[src/rtl/pps_monitor.sv]
// pps_monitor: receive-side checker for the active-low PPS line and the
// secondary timing-pulse line. Measures the PPS period, the PPS low width and
// up to three pulse_in offsets per period. It also flags width errors,
// extra-pulse errors and loss of PPS.
// Optional glitch filter: define PPS_GLITCH_FILTER_EN.
module pps_monitor #(
  parameter int unsigned CNT_W    = 32,
  parameter int unsigned WID_W    = 16,
  parameter int unsigned W_MIN    = 1900,
  parameter int unsigned W_MAX    = 2100,
  parameter int unsigned TIMEOUT  = 1500000000,
  parameter int unsigned FILT_LEN = 4
) (
  input  logic             aclk,
  input  logic             aresetn,
  input  logic             pps_in,
  input  logic             pulse_in,
  input  logic             mon_en_i,
  output logic [CNT_W-1:0] period_o,
  output logic [WID_W-1:0] width_o,
  output logic [CNT_W-1:0] ofs0_o,
  output logic [CNT_W-1:0] ofs1_o,
  output logic [CNT_W-1:0] ofs2_o,
  output logic [1:0]       pulse_cnt_o,
  output logic             meas_valid_o,
  output logic             err_width_o,
  output logic             err_pulse_o,
  output logic             timeout_o,
  output logic             locked_o
);

  typedef enum logic [1:0] {
    S_IDLE = 2'd0,
    S_RUN  = 2'd1,
    S_LOST = 2'd2
  } state_t;

  state_t r_state;
  state_t w_next;

  // synchroniser stages, idle level is 1
  logic r_pps_s1, r_pps_s2;
  logic r_pul_s1, r_pul_s2;

  // conditioned line levels feeding edge detection
  logic w_pps_cur, w_pul_cur;
  logic r_pps_prev, r_pul_prev;
  logic w_pps_fall, w_pps_rise, w_pul_fall;

  // measurement working registers
  logic [CNT_W-1:0] r_period;
  logic [WID_W-1:0] r_width;
  logic             r_width_done;
  logic [CNT_W-1:0] r_slot0, r_slot1, r_slot2;
  logic [1:0]       r_pcnt;
  logic             r_extra;

  // FSM decode strobes
  logic w_start, w_close, w_tmo;
  logic w_width_bad;

  // output registers
  logic [CNT_W-1:0] r_period_o;
  logic [WID_W-1:0] r_width_o;
  logic [CNT_W-1:0] r_ofs0_o, r_ofs1_o, r_ofs2_o;
  logic [1:0]       r_pulse_cnt_o;
  logic             r_meas_valid;
  logic             r_err_width;
  logic             r_err_pulse;
  logic             r_timeout;
  logic             r_locked;

  // two-flop synchronisers for both asynchronous inputs
  always_ff @(posedge aclk) begin
    if (!aresetn) begin
      r_pps_s1 <= 1'b1;
      r_pps_s2 <= 1'b1;
      r_pul_s1 <= 1'b1;
      r_pul_s2 <= 1'b1;
    end else begin
      r_pps_s1 <= pps_in;
      r_pps_s2 <= r_pps_s1;
      r_pul_s1 <= pulse_in;
      r_pul_s2 <= r_pul_s1;
    end
  end

`ifdef PPS_GLITCH_FILTER_EN
  localparam int unsigned FCW = $clog2(FILT_LEN + 1);

  logic [1:0]     w_filt_in;
  logic [1:0]     r_filt;
  logic [FCW-1:0] r_fcnt [2];

  assign w_filt_in = {r_pul_s2, r_pps_s2};

  // output follows the input only after FILT_LEN consecutive differing samples
  always_ff @(posedge aclk) begin
    if (!aresetn) begin
      r_filt <= '1;
      for (int unsigned i = 0; i < 2; i++) begin
        r_fcnt[i] <= '0;
      end
    end else begin
      for (int unsigned i = 0; i < 2; i++) begin
        if (w_filt_in[i] == r_filt[i]) begin
          r_fcnt[i] <= '0;
        end else if (r_fcnt[i] == FCW'(FILT_LEN - 1)) begin
          r_filt[i] <= w_filt_in[i];
          r_fcnt[i] <= '0;
        end else begin
          r_fcnt[i] <= r_fcnt[i] + FCW'(1);
        end
      end
    end
  end

  assign w_pps_cur = r_filt[0];
  assign w_pul_cur = r_filt[1];
`else
  assign w_pps_cur = r_pps_s2;
  assign w_pul_cur = r_pul_s2;
`endif

  // previous-value copies for edge detection
  always_ff @(posedge aclk) begin
    if (!aresetn) begin
      r_pps_prev <= 1'b1;
      r_pul_prev <= 1'b1;
    end else begin
      r_pps_prev <= w_pps_cur;
      r_pul_prev <= w_pul_cur;
    end
  end

  assign w_pps_fall = r_pps_prev & ~w_pps_cur;
  assign w_pps_rise = ~r_pps_prev & w_pps_cur;
  assign w_pul_fall = r_pul_prev & ~w_pul_cur;

  assign w_width_bad = (r_width < WID_W'(W_MIN)) || (r_width > WID_W'(W_MAX));

  // FSM state register
  always_ff @(posedge aclk) begin
    if (!aresetn) begin
      r_state <= S_IDLE;
    end else begin
      r_state <= w_next;
    end
  end

  // FSM next state and decode of start / close / timeout events
  always_comb begin
    w_next  = r_state;
    w_start = 1'b0;
    w_close = 1'b0;
    w_tmo   = 1'b0;
    if (!mon_en_i) begin
      w_next = S_IDLE;
    end else begin
      case (r_state)
        S_IDLE, S_LOST: begin
          if (w_pps_fall) begin
            w_next  = S_RUN;
            w_start = 1'b1;
          end
        end
        S_RUN: begin
          if (w_pps_fall) begin
            w_close = 1'b1;
          end else if (r_period == CNT_W'(TIMEOUT)) begin
            w_tmo  = 1'b1;
            w_next = S_LOST;
          end
        end
        default: w_next = S_IDLE;
      endcase
    end
  end

  // measurement counters, offset slots and latched results
  always_ff @(posedge aclk) begin
    if (!aresetn) begin
      r_period      <= '0;
      r_width       <= '0;
      r_width_done  <= 1'b0;
      r_slot0       <= '0;
      r_slot1       <= '0;
      r_slot2       <= '0;
      r_pcnt        <= '0;
      r_extra       <= 1'b0;
      r_period_o    <= '0;
      r_width_o     <= '0;
      r_ofs0_o      <= '0;
      r_ofs1_o      <= '0;
      r_ofs2_o      <= '0;
      r_pulse_cnt_o <= '0;
      r_meas_valid  <= 1'b0;
      r_err_width   <= 1'b0;
      r_err_pulse   <= 1'b0;
      r_timeout     <= 1'b0;
      r_locked      <= 1'b0;
    end else begin
      r_meas_valid <= w_close;
      if (!mon_en_i) begin
        r_period     <= '0;
        r_width      <= '0;
        r_width_done <= 1'b0;
        r_slot0      <= '0;
        r_slot1      <= '0;
        r_slot2      <= '0;
        r_pcnt       <= '0;
        r_extra      <= 1'b0;
        r_locked     <= 1'b0;
      end else if (w_start || w_close) begin
        if (w_close) begin
          r_period_o    <= r_period;
          r_width_o     <= r_width;
          r_ofs0_o      <= r_slot0;
          r_ofs1_o      <= r_slot1;
          r_ofs2_o      <= r_slot2;
          r_pulse_cnt_o <= r_pcnt;
          r_err_width   <= w_width_bad;
          r_err_pulse   <= r_extra;
          r_locked      <= 1'b1;
        end
        r_timeout    <= 1'b0;
        r_period     <= CNT_W'(1);
        // the fall cycle itself is the first low cycle
        r_width      <= WID_W'(1);
        r_width_done <= 1'b0;
        r_slot0      <= '0;
        r_slot1      <= '0;
        r_slot2      <= '0;
        r_extra      <= 1'b0;
        // a coincident pulse edge opens the new period at offset 0
        r_pcnt       <= w_pul_fall ? 2'd1 : 2'd0;
      end else if (r_state == S_RUN) begin
        if (w_tmo) begin
          r_timeout    <= 1'b1;
          r_locked     <= 1'b0;
          r_period     <= '0;
          r_width      <= '0;
          r_width_done <= 1'b0;
          r_slot0      <= '0;
          r_slot1      <= '0;
          r_slot2      <= '0;
          r_pcnt       <= '0;
          r_extra      <= 1'b0;
        end else begin
          r_period <= r_period + CNT_W'(1);
          if (!r_width_done) begin
            if (w_pps_rise) begin
              r_width_done <= 1'b1;
            end else if (!w_pps_cur && (r_width != '1)) begin
              r_width <= r_width + WID_W'(1);
            end
          end
          if (w_pul_fall) begin
            case (r_pcnt)
              2'd0: begin
                r_slot0 <= r_period;
                r_pcnt  <= 2'd1;
              end
              2'd1: begin
                r_slot1 <= r_period;
                r_pcnt  <= 2'd2;
              end
              2'd2: begin
                r_slot2 <= r_period;
                r_pcnt  <= 2'd3;
              end
              default: r_extra <= 1'b1;
            endcase
          end
        end
      end else begin
        r_period     <= '0;
        r_width      <= '0;
        r_width_done <= 1'b0;
        r_slot0      <= '0;
        r_slot1      <= '0;
        r_slot2      <= '0;
        r_pcnt       <= '0;
        r_extra      <= 1'b0;
      end
    end
  end

  assign period_o     = r_period_o;
  assign width_o      = r_width_o;
  assign ofs0_o       = r_ofs0_o;
  assign ofs1_o       = r_ofs1_o;
  assign ofs2_o       = r_ofs2_o;
  assign pulse_cnt_o  = r_pulse_cnt_o;
  assign meas_valid_o = r_meas_valid;
  assign err_width_o  = r_err_width;
  assign err_pulse_o  = r_err_pulse;
  assign timeout_o    = r_timeout;
  assign locked_o     = r_locked;

endmodule

[config.mk]
export PLATFORM = sky130hd
export DESIGN_NAME = pps_monitor
export DESIGN_NICKNAME = d
export VERILOG_FILES = /design/src/rtl/pps_monitor.sv
export SDC_FILE = /design/constraint.sdc
export NUM_CORES = 1
export LEC_CHECK = 0
export CELL_PAD_IN_SITES_DETAIL_PLACEMENT = 0
export CELL_PAD_IN_SITES_GLOBAL_PLACEMENT = 1
export CORE_UTILIZATION = 30
export DETAILED_ROUTE_END_ITERATION = 10
export PLACE_DENSITY_LB_ADDON = 0.08
export RECOVER_POWER = 25
export SLEW_MARGIN = 20
export SYNTH_ARGS = -nofsm -noshare
export SYNTH_HDL_FRONTEND = slang
export SYNTH_SLANG_ARGS = --single-unit
[constraint.sdc]
create_clock -name aclk -period 5.4 [get_ports aclk]
set_input_delay 0.81 -clock aclk [delete_from_list [all_inputs] [get_ports aclk]]
set_output_delay 0.81 -clock aclk [all_outputs]
set_load 0.01 [all_outputs]
==> results_dict.tcl <==
set metrics [dict create \
    ios 156 \
    postPlaceCellArea_um2 13620 \
    die_h_um 200.3 \
    drive_above_1_share_pct 5.250 \
    cts_tree "yes" \
    cp-start-kind "register" \
    min_from "r_pps_s1$_SDFF_PN1_" \
    synth-seq-cells 307 \
    setup_viol 0 \
    io_buffers 155 \
    die_w_um 200.3 \
    yosysWarnings 0 \
    power_frac_comb_pct 1.2 \
    period_minus_slack_ns 3.320 \
    clock_latency_ns 0.52 \
    synthTopCellsByArea "dfxtp_1, nand2_1, a21boi_0" \
    rsz0062_at_grt "false" \
    drt_iter0_drc 491 \
    fin_area_um2 14840 \
    finalPower_mw 4.786 \
    cts_max_level 2 \
    grt_usage_pct 17.74 \
    cts_resized 0 \
    crit_path_max_incr_delay_ns 0.75 \
    critPathRequiredTime_ns 5.79 \
    crit_path_end "r_period[17]$_SDFF_PP0_" \
    drc 0 \
    mostFrequentLayoutCells "nand2_1, dfxtp_1, a21boi_0" \
    r2r-start "r_period[0]$_SDFF_PN0_" \
    synth_edf_count 0 \
    worst_slew_pin_slew_ns 0.9659 \
    grt_max_degree 109 \
    start_util_pct 30.44 \
    hp-class "register to register" \
    fin_skew_ns 0.01514 \
    die_area_um2 40110 \
    antennaDiodeCount 0 \
    p_int_mw 3.765 \
    wl_met3_mm 1.398 \
    finalMaxSlewViolations 0 \
    fin_crit_sh_pct 61.49 \
    wl_mm 35.53 \
    cts_made_buffers 38 \
    dr.max_layer_used "met4" \
    grt_pass1_wl_mm 56.40 \
    overflow 0 \
    root_buffer "clkbuf_16" \
    critPathLaunch "r_period[0]$_SDFF_PN0_" \
    ir_drop_mv 0.1502 \
    final_common_cell "nand2_1" \
    path_cells "inv_1 > ha_1 > nor4b_1 > nand4_1 > or4_1 > nand3_4 > buf_12 > nor2_1" \
    max_freq_mhz 301.2 \
    final_core_util_pct 38.31 \
    netlist_area_um2 11790 \
    synthArstFlopShare_pct 0 \
    hold_viol_final 0 \
    rows 72 \
    slew-limit-headroom_pct 35.07 \
    dr.pass1.iters 5 \
    nNetsFinal 1546 \
    area_delta_synth_final_pct 25.84 \
    final.setup.worst_slack_ns 2.080 \
    synth.top_cell.area_share_pct 52.12 \
    synthFlopType "dfxtp_1" \
    synth_fp_nets 1457 \
    dp_hpwl_mm 22.01 \
    swShare_pct 21.33 \
    grt_pass1_vias 9518 \
    gp_congestion 0.7457 \
    pre_cts_slack_ns 2.124 \
    synth.largest_area_cell "dfxtp_1" \
    num_vias 9691 \
    regToRegSetupSlack_ns 2.08 \
    seq_area_frac_synth_pct 52.12 \
    slowest_stage "or4_1" \
    core_um2 38740 \
    avgViaCountPerCell 4.659 \
    avgSynthCellArea_um2 8.167 \
    clockBufferDepth 3 \
    drt-met1-wl_mm 17.20 \
    synth.distinct_cells 44 \
    grt_antenna_before_repair 0 \
    cp.arrival_ns 3.71 \
    ant_nets 0 \
    static-leakage-power_nw 4.804 \
    postSynthCellCount 1444 \
    wl_met2_mm 16.20 \
    maxCapViolations 0 \
    final.setup.tns_ns 0 \
    power_frac_clock_pct 51.4 \
    cp_max_fo 102 \
    num-fill-cells 4102 \
    ctsHoldBuffers 0 \
    cts.clk_slew.worst_paths_ns 0.06 \
    end_kind "register" \
    pwr-share-seq_pct 47.4 \
    p_per_area_nw_per_um2 322.5 \
    status "complete, no violations" \
    reg2reg_to "r_period[17]$_SDFF_PP0_" \
    crit_type "register to register" \
    wl_per_cell_um 17.08 \
    power.switching_mw 1.021 \
    rr_worst_depth 8 \
    postCtsSetupBuffers 0 \
    cts_sinks 307 \
]
area by class of cell:
cell class / count / area (um^2) / area share [%]
clock buffers: 57 / 1154 / 7.774
clock inverters: 12 / 66.31 / 0.4469
inverters: 14 / 52.55 / 0.3541
multi-input cells: 1005 / 5117 / 34.49
flip-flops and latches: 307 / 6146 / 41.42
well taps: 518 / 648.1 / 4.368
repair buffers: 167 / 1655 / 11.16
worst max-delay path: cells and delay by family, from the launching register on:
family | cells | cell delay (ns)
AND/OR/NAND/NOR | 5 | 1.82
adder cells (fa/ha/maj) | 1 | 0.17
flip-flops | 1 | 0.47
buffers and inverters | 2 | 0.64
Yosys cell counts (all sizes together) (4+ instances only):
library cell / number
xnor2: 40
and2: 4
and4: 4
nor4: 20
nand2: 513
nor2: 65
clkbuf: 94
nor4b: 5
a21boi: 147
inv: 14
nand4: 13
ha: 8
a21oi: 100
nor3: 18
nand2b: 11
nor2b: 4
xor2: 4
buf: 24
nand3: 19
dfxtp: 307
stage by stage:
step	hold slack (ns)	std cells
after floorplan	0.3863	1444
after global placement	0.3961	2011
after global routing	0.4330	2080
after CTS	0.4138	2080
after detailed placement	0.4003	2011
final	0.4113	2080
worst min path at each step:
stage | slack (ns) | end | cells after the start
after global placement | 0.40 | r_pps_s2$_SDFF_PN1_ | 1
after floorplan | 0.39 | r_pps_s2$_SDFF_PN1_ | 1
after global routing | 0.43 | r_pul_s2$_SDFF_PN1_ | 1
final | 0.41 | r_pps_s2$_SDFF_PN1_ | 1
after detailed placement | 0.40 | r_pps_s2$_SDFF_PN1_ | 1
after CTS | 0.41 | r_pps_s2$_SDFF_PN1_ | 1
power by group through the flow:
stage | clock [mW] | combinational, mW | sequential [mW]
after floorplan | 0 | 0.0411 | 2.32
after global placement | 0 | 0.0590 | 2.32
after detailed placement | 0 | 0.0586 | 2.32
after CTS | 2.54 | 0.0587 | 2.27
after global routing | 2.64 | 0.0625 | 2.27
final | 2.46 | 0.0571 | 2.27
logic make-up (layout without fill, tap and decap cells):
logic type,count (synthesis),in the layout,synth area share [%]
XOR/XNOR,44,44,3.268
buffers and inverters,132,250,4.679
multiplexers,1,1,0.08488
adder cells (fa/ha/maj),8,8,0.8488
AND/OR/NAND/NOR,688,688,24.37
flip-flops,307,307,52.12
AO/OA/AOI/OAI,264,264,14.63
registers in the layout, summed over array words and instances, names as in the netlist, 2 cells and up:
signal	cells
width_o	16
r_period	32
ofs1_o	32
ofs0_o	32
pulse_cnt_o	2
r_state	2
r_pcnt	2
period_o	32
ofs2_o	32
r_width	16
r_slot2	32
r_slot1	32
r_slot0	32
layer usage:
metal / GRT usage (%) / vias to the layer above
li1: - / 4877
met1: 24.52 / 4593
met2: 28.48 / 173
met3: 2.766 / 48
met4: 5.153 / 0
met5: 0 / -
Power figures use the tool's default switching activity.
